$ cat src/rtl/score_sequencer_if.sv
// Signal bundle between score_sequencer and its neighbours: the mode FSM /
// buttons (commands), score_mem (address, data, control) and the tone
// generator (note output). The slave side is the sequencer itself.
// audio_len must match the audio_len of the sequencer attached to it.
interface score_sequencer_if #(
  parameter int audio_len = 6
);
  // commands from the mode FSM / buttons
  logic                 start_gen;
  logic                 start_play;
  logic                 stop;
  logic                 use_saved;
  // score_mem side
  logic                 Done_gen_score;
  logic [4:0]           note;
  logic [1:0]           length;
  logic                 Do_new_score;
  logic                 Do_save_audio_video;
  logic [audio_len-1:0] score_noteAdr;
  // tone generator / status
  logic [4:0]           play_note;
  logic                 note_valid;
  logic                 busy;
  logic                 play_done;

  modport master (
    output start_gen, start_play, stop, use_saved, Done_gen_score, note, length,
    input  Do_new_score, Do_save_audio_video, score_noteAdr,
           play_note, note_valid, busy, play_done
  );

  modport slave (
    input  start_gen, start_play, stop, use_saved, Done_gen_score, note, length,
    output Do_new_score, Do_save_audio_video, score_noteAdr,
           play_note, note_valid, busy, play_done
  );
endinterface

$ cat src/rtl/score_sequencer.sv
// score_sequencer: runs score generation in score_mem, then plays the stored
// score back one note at a time. Each note is fetched over two cycles (covers
// both the 1-cycle ROM and the combinational RAM path), held for
// (length+1)*BEAT_CYCLES cycles, then followed by GAP_CYCLES of silence.
// All outputs come straight from registers.
module score_sequencer #(
  parameter int audio_len   = 6,
  parameter int BEAT_CYCLES = 12500000,
  parameter int GAP_CYCLES  = 1250000
) (
  input logic              clk,
  input logic              rst_n,
  score_sequencer_if.slave bus
);

  // hold counter must reach 4*BEAT_CYCLES-1; gap counter GAP_CYCLES-1
  localparam int HOLD_W = $clog2(4 * BEAT_CYCLES + 1);
  localparam int GAP_W  = (GAP_CYCLES > 1) ? $clog2(GAP_CYCLES) : 1;
  localparam logic [GAP_W-1:0]     GAP_LOAD = GAP_W'((GAP_CYCLES > 0) ? GAP_CYCLES - 1 : 0);
  localparam logic [audio_len-1:0] LAST_ADR = '1;

  typedef enum logic [2:0] {IDLE, GEN, FETCH, HOLD, GAP} state_t;

  state_t               state_reg, state_next;
  logic                 dns_reg, dns_next;
  logic                 save_reg, save_next;
  logic [audio_len-1:0] adr_reg, adr_next;
  logic [4:0]           note_reg, note_next;
  logic                 valid_reg, valid_next;
  logic                 busy_reg, busy_next;
  logic                 done_reg, done_next;
  logic                 fetch_reg, fetch_next;
  logic [HOLD_W-1:0]    hold_reg, hold_next;
  logic [GAP_W-1:0]     gap_reg, gap_next;
  logic                 note_end;
  logic [HOLD_W-1:0]    hold_load;

  // hold count for the length code currently on the bus, minus one
  assign hold_load = HOLD_W'((int'(bus.length) + 1) * BEAT_CYCLES - 1);

  // state and output registers, cleared asynchronously
  always_ff @(posedge clk or negedge rst_n) begin
    if (!rst_n) begin
      state_reg <= IDLE;
      dns_reg   <= 1'b0;
      save_reg  <= 1'b0;
      adr_reg   <= '0;
      note_reg  <= '0;
      valid_reg <= 1'b0;
      busy_reg  <= 1'b0;
      done_reg  <= 1'b0;
      fetch_reg <= 1'b0;
      hold_reg  <= '0;
      gap_reg   <= '0;
    end else begin
      state_reg <= state_next;
      dns_reg   <= dns_next;
      save_reg  <= save_next;
      adr_reg   <= adr_next;
      note_reg  <= note_next;
      valid_reg <= valid_next;
      busy_reg  <= busy_next;
      done_reg  <= done_next;
      fetch_reg <= fetch_next;
      hold_reg  <= hold_next;
      gap_reg   <= gap_next;
    end
  end

  // next-state and next-output logic; stop overrides everything outside IDLE
  always_comb begin
    state_next = state_reg;
    dns_next   = dns_reg;
    save_next  = save_reg;
    adr_next   = adr_reg;
    note_next  = note_reg;
    valid_next = valid_reg;
    done_next  = 1'b0;
    fetch_next = fetch_reg;
    hold_next  = hold_reg;
    gap_next   = gap_reg;
    note_end   = 1'b0;

    case (state_reg)
      IDLE: begin
        if (bus.stop) begin
          state_next = IDLE;
        end else if (bus.start_play) begin
          save_next  = bus.use_saved;
          adr_next   = '0;
          fetch_next = 1'b0;
          state_next = FETCH;
        end else if (bus.start_gen) begin
          dns_next   = 1'b1;
          state_next = GEN;
        end
      end
      GEN: begin
        if (bus.Done_gen_score) begin
          dns_next   = 1'b0;
          state_next = IDLE;
        end
      end
      FETCH: begin
        if (fetch_reg) begin
          // second fetch cycle: data is valid for either memory path
          note_next  = bus.note;
          hold_next  = hold_load;
          valid_next = 1'b1;
          fetch_next = 1'b0;
          state_next = HOLD;
        end else begin
          fetch_next = 1'b1;
        end
      end
      HOLD: begin
        if (hold_reg == '0) begin
          valid_next = 1'b0;
          note_next  = '0;
          if (GAP_CYCLES > 0) begin
            gap_next   = GAP_LOAD;
            state_next = GAP;
          end else begin
            note_end = 1'b1;
          end
        end else begin
          hold_next = hold_reg - 1'b1;
        end
      end
      GAP: begin
        if (gap_reg == '0) begin
          note_end = 1'b1;
        end else begin
          gap_next = gap_reg - 1'b1;
        end
      end
      default: state_next = IDLE;
    endcase

    // end of a note's gap: advance, or finish after the last address
    if (note_end) begin
      if (adr_reg == LAST_ADR) begin
        done_next  = 1'b1;
        adr_next   = '0;
        save_next  = 1'b0;
        state_next = IDLE;
      end else begin
        adr_next   = adr_reg + 1'b1;
        fetch_next = 1'b0;
        state_next = FETCH;
      end
    end

    if (bus.stop && (state_reg != IDLE)) begin
      state_next = IDLE;
      dns_next   = 1'b0;
      save_next  = 1'b0;
      adr_next   = '0;
      note_next  = '0;
      valid_next = 1'b0;
      done_next  = 1'b0;
      fetch_next = 1'b0;
      hold_next  = '0;
      gap_next   = '0;
    end

    busy_next = (state_next != IDLE);
  end

  assign bus.Do_new_score        = dns_reg;
  assign bus.Do_save_audio_video = save_reg;
  assign bus.score_noteAdr       = adr_reg;
  assign bus.play_note           = note_reg;
  assign bus.note_valid          = valid_reg;
  assign bus.busy                = busy_reg;
  assign bus.play_done           = done_reg;

endmodule
$ cat src/flat_wrapper.sv
// flat-port wrapper written by rule: the top's interface ports become plain ports
module score_sequencer_flat 
#(
  parameter int audio_len   = 6,
  parameter int BEAT_CYCLES = 12500000,
  parameter int GAP_CYCLES  = 1250000
)
  (clk, rst_n, bus_start_gen, bus_start_play, bus_stop, bus_use_saved, bus_Done_gen_score, bus_note, bus_length, bus_Do_new_score, bus_Do_save_audio_video, bus_score_noteAdr, bus_play_note, bus_note_valid, bus_busy, bus_play_done);
  score_sequencer_if #(.audio_len(audio_len)) bus_i ();
  input logic clk;
  input logic rst_n;
  input wire logic [$bits(bus_i.start_gen)-1:0] bus_start_gen;
  input wire logic [$bits(bus_i.start_play)-1:0] bus_start_play;
  input wire logic [$bits(bus_i.stop)-1:0] bus_stop;
  input wire logic [$bits(bus_i.use_saved)-1:0] bus_use_saved;
  input wire logic [$bits(bus_i.Done_gen_score)-1:0] bus_Done_gen_score;
  input wire logic [$bits(bus_i.note)-1:0] bus_note;
  input wire logic [$bits(bus_i.length)-1:0] bus_length;
  output wire logic [$bits(bus_i.Do_new_score)-1:0] bus_Do_new_score;
  output wire logic [$bits(bus_i.Do_save_audio_video)-1:0] bus_Do_save_audio_video;
  output wire logic [$bits(bus_i.score_noteAdr)-1:0] bus_score_noteAdr;
  output wire logic [$bits(bus_i.play_note)-1:0] bus_play_note;
  output wire logic [$bits(bus_i.note_valid)-1:0] bus_note_valid;
  output wire logic [$bits(bus_i.busy)-1:0] bus_busy;
  output wire logic [$bits(bus_i.play_done)-1:0] bus_play_done;
  assign bus_i.start_gen = bus_start_gen;
  assign bus_i.start_play = bus_start_play;
  assign bus_i.stop = bus_stop;
  assign bus_i.use_saved = bus_use_saved;
  assign bus_i.Done_gen_score = bus_Done_gen_score;
  assign bus_i.note = bus_note;
  assign bus_i.length = bus_length;
  assign bus_Do_new_score = bus_i.Do_new_score;
  assign bus_Do_save_audio_video = bus_i.Do_save_audio_video;
  assign bus_score_noteAdr = bus_i.score_noteAdr;
  assign bus_play_note = bus_i.play_note;
  assign bus_note_valid = bus_i.note_valid;
  assign bus_busy = bus_i.busy;
  assign bus_play_done = bus_i.play_done;
  score_sequencer #(.audio_len(audio_len), .BEAT_CYCLES(BEAT_CYCLES), .GAP_CYCLES(GAP_CYCLES)) u_core (.clk(clk), .rst_n(rst_n), .bus(bus_i));
endmodule
$ cat config.mk
export PLATFORM = sky130hd
export DESIGN_NAME = score_sequencer_flat
export DESIGN_NICKNAME = d
export VERILOG_FILES = /design/src/rtl/score_sequencer_if.sv /design/src/rtl/score_sequencer.sv /design/src/flat_wrapper.sv
export SDC_FILE = /design/constraint.sdc
export NUM_CORES = 1
export LEC_CHECK = 0
export BUFFER_PORTS_ARGS = -buffer_cell sky130_fd_sc_hd__buf_2
export CAP_MARGIN = 20
export CORE_AREA = 2 2 96 98
export DETAILED_ROUTE_END_ITERATION = 12
export DIE_AREA = 0 0 98 100
export GPL_TIMING_DRIVEN = 0
export PLACE_DENSITY = 0.74
export SLEW_MARGIN = 5
export SYNTH_ARGS = -nofsm -noshare
export SYNTH_HDL_FRONTEND = slang
export SYNTH_SLANG_ARGS = --single-unit
$ cat constraint.sdc
create_clock -name clk -period 2.7 [get_ports clk]
set_clock_uncertainty 0.2 [all_clocks]
set_input_delay 0.27 -clock clk [delete_from_list [all_inputs] [get_ports clk]]
set_output_delay 0.27 -clock clk [all_outputs]
set_load 0.05 [all_outputs]
* Word level (Yosys, flattened, before mapping)
Cells that the tools add are included.
** Word-level totals
- Register bits after elaboration :: 67
- Bits of input ports :: 14
- Output and inout port bits :: 16
- Word-level logic and storage cells :: 103
** Cells by class
- Add/subtract/negate cells :: 5
- Multipliers :: 1
- Equality and inequality tests :: 14
- Muxes and demuxes :: 56
- Reduce and logical (&&, ||, !) cells :: 16
** Operators by type and width (number)
- $mux W26 :: 3
- $mux W21 :: 3
- $pmux W26 S2 :: 1
- $pmux W21 S2 :: 1
- $mux W6 :: 6
- $mul A32 B20 Y21 const B :: 1
- $logic_not A26 Y1 :: 1
- $sub A26 B1 Y26 const B :: 1
- $sub A26 B2 Y26 const B :: 1
- $mux W1 :: 25
- $mux W3 :: 8
- $logic_not A21 Y1 :: 1
- $reduce_bool A3 Y1 :: 7
- $sub A21 B1 Y21 const B :: 1
- $mux W5 :: 3
- $pmux W3 S5 :: 1
- $ne A3 B2 Y1 const B :: 4
- $reduce_and A3 Y1 :: 4
- $pmux W5 S2 :: 1
- $ne A3 B1 Y1 const B :: 3
- $add A6 B1 Y6 const B :: 1
- $eq A3 B2 Y1 const B :: 2
- $eq A6 B6 Y1 const B :: 1
- $ne A3 B3 Y1 const B :: 2
- 8 further kinds :: 10

* Logic depth before layout (Yosys ltp)
- Depth in word-level cells :: 7
- Gate-level depth with buffers :: 10
- Gate-level depth less buffers :: 10

* Least setup slack after synthesis
No wires, ideal clock.
- Kind :: flip-flop to flip-flop
- Start point :: register u_core.gap_reg[18]
- End point :: register u_core.gap_reg[7]
- Setup time :: 0.129 ns
- Arrival :: 2.057 ns
- Path slack :: 0.314 ns
- Stages on the path, launching flop included :: 8
- Buffers on the path :: 1
- Clock period less this slack :: 2.386 ns
- Path through :: dfrtp_1 or4_4 or4_4 o21ai_4 o21ai_4 buf_6 o21ai_2 nand3_1
** Between the ends
- Longest elaborated chain between the ends :: 3
** RTL lines
- start, declared :: line score_sequencer.sv:34 : logic [GAP_W-1:0] gap_reg, gap_next;
- start signal, assigned :: line score_sequencer.sv:66 : gap_reg <= gap_next;
- $logic_not A21 Y1 :: line score_sequencer.sv:131 : if (gap_reg == '0) begin
- $ne A3 B3 Y1 (no source line)
- $reduce_and A3 Y1 (no source line)
No other way between the ends.
A chain may end at the register's enable or synchronous reset.

* Final worst setup path
- Start point :: register u_core.hold_reg[0]
- End point :: register u_core.gap_reg[16]
** Between the ends
- Longest elaborated chain between the ends :: 3
** RTL lines
- start, declared :: line score_sequencer.sv:33 : logic [HOLD_W-1:0] hold_reg, hold_next;
- start signal, assigned :: line score_sequencer.sv:65 : hold_reg <= hold_next;
- $logic_not A26 Y1 :: line score_sequencer.sv:117 : if (hold_reg == '0) begin
- $ne A3 B1 Y1 (no source line)
- $reduce_and A3 Y1 (no source line)
No other way between the ends.

==> impl_summary.log <==
[metrics] min Tclk post-route: 2600 ps
[metrics] Final WS setup: 102 ps
[metrics] arrival time of the worst setup path: 2680 ps
[metrics] logic depth of the worst register-to-register path: 9
[metrics] post-synthesis cell count: 517
[metrics] area fraction in compound gates after synthesis: 25.0%
[metrics] XOR/XNOR share of the synthesized area: 1.44%
[metrics] worst-case headroom to the max-slew limit: roughly two fifths
[metrics] Power Internal: 2420 uW
[metrics] sum of internal, switching and leakage power: around 4400 uW
[metrics] maximum VDD drop: 0.515 mV
[metrics] Detailed Route WL: 11600 um
[metrics] critical path start-end classification: reg -> reg
[metrics] antenna diode count: 0
[metrics] capturing element of the worst setup path: u_core.gap_reg[16]
[metrics] root buffer selected by CTS: sky130_fd_sc_hd__clkbuf_8
[metrics] share of async-settable or async-resettable flops after synthesis: 100%
[metrics] Post-synth top flop: sky130_fd_sc_hd__dfrtp_1
[metrics] die extent in y: 100 um
[metrics] register-to-register setup slack: 100 ps
[metrics] Worst Setup Start Kind: flip-flop
[metrics] multiplexer fraction of the synthesized cell area: less than 1%
[metrics] cell-by-cell trace of the critical path: inv_1, ha_1, nor4b_4, nand4_1, or3_4, o21ai_4, buf_6, o21ai_2, o21ai_1
[metrics] P&R area growth vs syn: 19.2%
[metrics] worst slack after detailed placement: -348 ps
[metrics] run status: finished clean
[metrics] detailed-route via count: 4209
[metrics] clock share of power: between 20% and 30%
[metrics] power share of the combinational group: 42.7%
[metrics] largest fanout of any net on the critical path: 10
[metrics] switching power: 1950 uW
[metrics] DR DRC count: 0
[metrics] sequential fraction of the synthesis area: 39.3%
[metrics] area fraction in and, or, nand and nor cells after synthesis: approximately a quarter
[metrics] fraction of final layout cells sized beyond drive strength 1: 18.0%
[metrics] 1st-iter DRT viols: 305
[metrics] most frequent standard cell in the layout excluding fill and tap cells: sky130_fd_sc_hd__dfrtp_1
[metrics] number of antenna violations at the first check in global routing: 0
[metrics] commonest cells after routing, fill and taps aside: 67 x sky130_fd_sc_hd__dfrtp_1, 59 x sky130_fd_sc_hd__nor2_1, 49 x sky130_fd_sc_hd__o21ai_0, 41 x sky130_fd_sc_hd__nand2_1, 37 x sky130_fd_sc_hd__a21oi_1
[metrics] share of the clock period used by the worst path: between 90% and 100%
[metrics] peak clock frequency supported by timing: roughly 380 MHz
[metrics] hold violation total from the final report: 0
[metrics] Congestion Overflow GR: 0
[metrics] post-synth design cell area: 0.00426 mm^2
[metrics] post-route antenna net violation count: 0
[metrics] clock-pin slew on the worst setup and hold paths: about 80 ps
[metrics] number of buffers created by CTS: 9
[metrics] max-slew violation count: 0
[metrics] Die Span X: roughly 98 um
[metrics] nets: 602
[metrics] number of warnings reported in the yosys synthesis log: 0
[metrics] CTS Sinks: 67
[metrics] vias in the first global route: 4088
[metrics] Req. time, crit path: 2780 ps
[metrics] Final Setup Violations: 0
[metrics] register share of total power: 34.6%
[metrics] area inside the core boundary: 0.00889 mm^2
[metrics] Post-Syn Nets: between 500 and 600
[metrics] worst min-delay path category: in -> reg
[metrics] Critical path origin: u_core.hold_reg[0]
[metrics] power density relative to cell area: 859 mW/mm^2
[metrics] delay of the slowest critical-path stage: 440 ps
[metrics] Die Outline Area: 0.00980 mm^2
[metrics] DP Cell Count: 657
[metrics] Worst-Skew Late Latency: 360 ps
[metrics] largest family of logic cells by synthesized area: simple AND/OR/NAND/NOR gates
[metrics] number of filler cells placed in the layout: 780
[metrics] P_leak: 0.00229 uW
[metrics] Global Route Usage Sum: 24.1%
[metrics] vias per inst: around 6.1
[metrics] standard-cell row count: 35
[metrics] CTS tree: yes
[metrics] Synth Area in Adders: 4.40%
[metrics] CP max stage cell: sky130_fd_sc_hd__or3_4
[metrics] slew at the pin closest to its max-slew limit: 924 ps
[metrics] worst-case clock buffer depth: 2
[metrics] Maximum Capacitance Violations: 0
[metrics] number of cells in the finished layout apart from fillers: 689
[metrics] largest net degree at the start of global routing: between 60 and 70
[metrics] Initial Utilization: between 40% and 50%
[metrics] DPL Wire Length: 7920 um
[metrics] number of detailed-routing iterations run before antenna repair: 5
[metrics] Switching Share: 44.7%
[metrics] number of synthesized flops with an enable pin: 0
[metrics] Synth cell types: 58
[metrics] global-route wire length before repair: approximately 19000 um
[metrics] Seq cells post-synth: between 60 and 70
[metrics] H-tree Lvls: 3
[metrics] total I/O pin count: 30
[metrics] flip-flop count of the largest register, all copies and words added: 26
[metrics] IO Port Bufs: 29
[metrics] routability cong.: 0.909
[metrics] syn avg cell area: 8.24 um^2
[metrics] final routed wire length divided by cell count: 16.8 um
[metrics] worst reg2reg endpoint: u_core.gap_reg[16]
[metrics] r2r startpoint: u_core.hold_reg[0]
[metrics] critical path endpoint category: flip-flop
-- power groups by stage --
stage          clock [uW]  combinational, uW  sequential (uW)
2_1_floorplan           0               1070             1650
3_3_place_gp            0               1690             1470
3_5_place_dp            0               1740             1480
4_1_cts              1010               1780             1470
5_1_grt              1050               2060             1550
6_report              990               1870             1510
-- synth_stat cells, types with 4 or more instances --
cell                       instances  area, um^2
sky130_fd_sc_hd__buf_2             6        30.0
sky130_fd_sc_hd__dfrtp_1          67        1680
sky130_fd_sc_hd__or3_1             7        43.8
sky130_fd_sc_hd__nor3_1           23         115
sky130_fd_sc_hd__a31oi_1           8        50.1
sky130_fd_sc_hd__o21ai_1          21         105
sky130_fd_sc_hd__and3_1            4        25.0
sky130_fd_sc_hd__nor4_1            8        50.1
sky130_fd_sc_hd__nand3_1          23         115
sky130_fd_sc_hd__o21ai_0          49         245
sky130_fd_sc_hd__nor2b_1           5        31.3
sky130_fd_sc_hd__ha_1             15         188
sky130_fd_sc_hd__nand2_1          41         154
sky130_fd_sc_hd__nand4_1           5        31.3
sky130_fd_sc_hd__xnor2_1           5        43.8
sky130_fd_sc_hd__nor4b_1           5        43.8
sky130_fd_sc_hd__inv_1            22        82.6
sky130_fd_sc_hd__a21oi_1          38         190
sky130_fd_sc_hd__nand2b_1          4        25.0
sky130_fd_sc_hd__o22ai_1           5        31.3
sky130_fd_sc_hd__o31ai_1           5        37.5
sky130_fd_sc_hd__a21o_1            6        45.0
sky130_fd_sc_hd__or4_1             4        30.0
sky130_fd_sc_hd__nor2_1           63         236
sky130_fd_sc_hd__o21ai_2           7        61.3
sky130_fd_sc_hd__o41ai_1           6        52.6
sky130_fd_sc_hd__clkbuf_1         10        37.5
-- worst min-delay path by stage --
stage,startpoint,end,slack (ps),cells after the start
floorplan,rst_n,u_core.bus.Do_new_score,-230,0
global placement,u_core.gap_reg[13],u_core.gap_reg[13],280,2
detailed placement,rst_n,u_core.gap_reg[0],250,1
CTS,bus_use_saved,u_core.bus.Do_save_audio_video,20,3
global route,bus_use_saved,u_core.bus.Do_save_audio_video,50,3
finish,bus_use_saved,u_core.bus.Do_save_audio_video,30,3
-- layout make-up --
type / instances / area, um^2 / area share [%]
multi-input cells: 408 / 2530 / 49.8
flip-flops and latches: 67 / 1680 / 33.0
repair buffers: 46 / 318 / 6.25
clock buffers: 11 / 151 / 2.98
well taps: 111 / 139 / 2.73
plain buffers: 19 / 98.8 / 1.95
clock inverters: 5 / 83.8 / 1.65
inverters: 22 / 82.6 / 1.63
-- per-stage QoR --
step | utilization (%) | instance area (um^2) | setup TNS, ps | hold WS, ps
finish | 57.2 | 5080 | 0 | 32.4
floorplan | - | 4260 | 0 | -226
detailed placement | 51.2 | 4550 | -6740 | 246
CTS | 55.3 | 4920 | 0 | 21.6
global route | 57.2 | 5080 | -89.3 | 46.8
global placement | 51.1 | 4550 | -5580 | 283
-- timing repair --
item / CTS / global route
cloned: 0 / 0
hold buffers: 7 / 0
setup buffers: 3 / 7
endpoints found under the hold margin: 73 / 0
gates resized for setup: 7 / 22
pin swaps: 1 / 3
endpoints found under the setup margin: 37 / 52
-- logic make-up (layout without fill, tap and decap cells) --
family / after synthesis / count (layout)
xor+xnor: 7 / 7
buf+inv: 42 / 103
simple gates: 212 / 212
fa+ha+maj: 15 / 15
mux: 1 / 1
compound gates: 173 / 173
flops: 67 / 67
-- critical path: cells and delay by family (launching register included) --
kind	cells	cell delay, ps
flops	1	400
simple gates	3	970
compound gates	3	380
buf+inv	2	340
fa+ha+maj	1	230
-- per-layer routing --
metal	track usage, %	share of wire (%)
met1	31.1	43
met2	41.5	49
met3	3.62	5.0
met4	8.87	2.2
met5	0	0
Power figures use the tool's default switching activity.
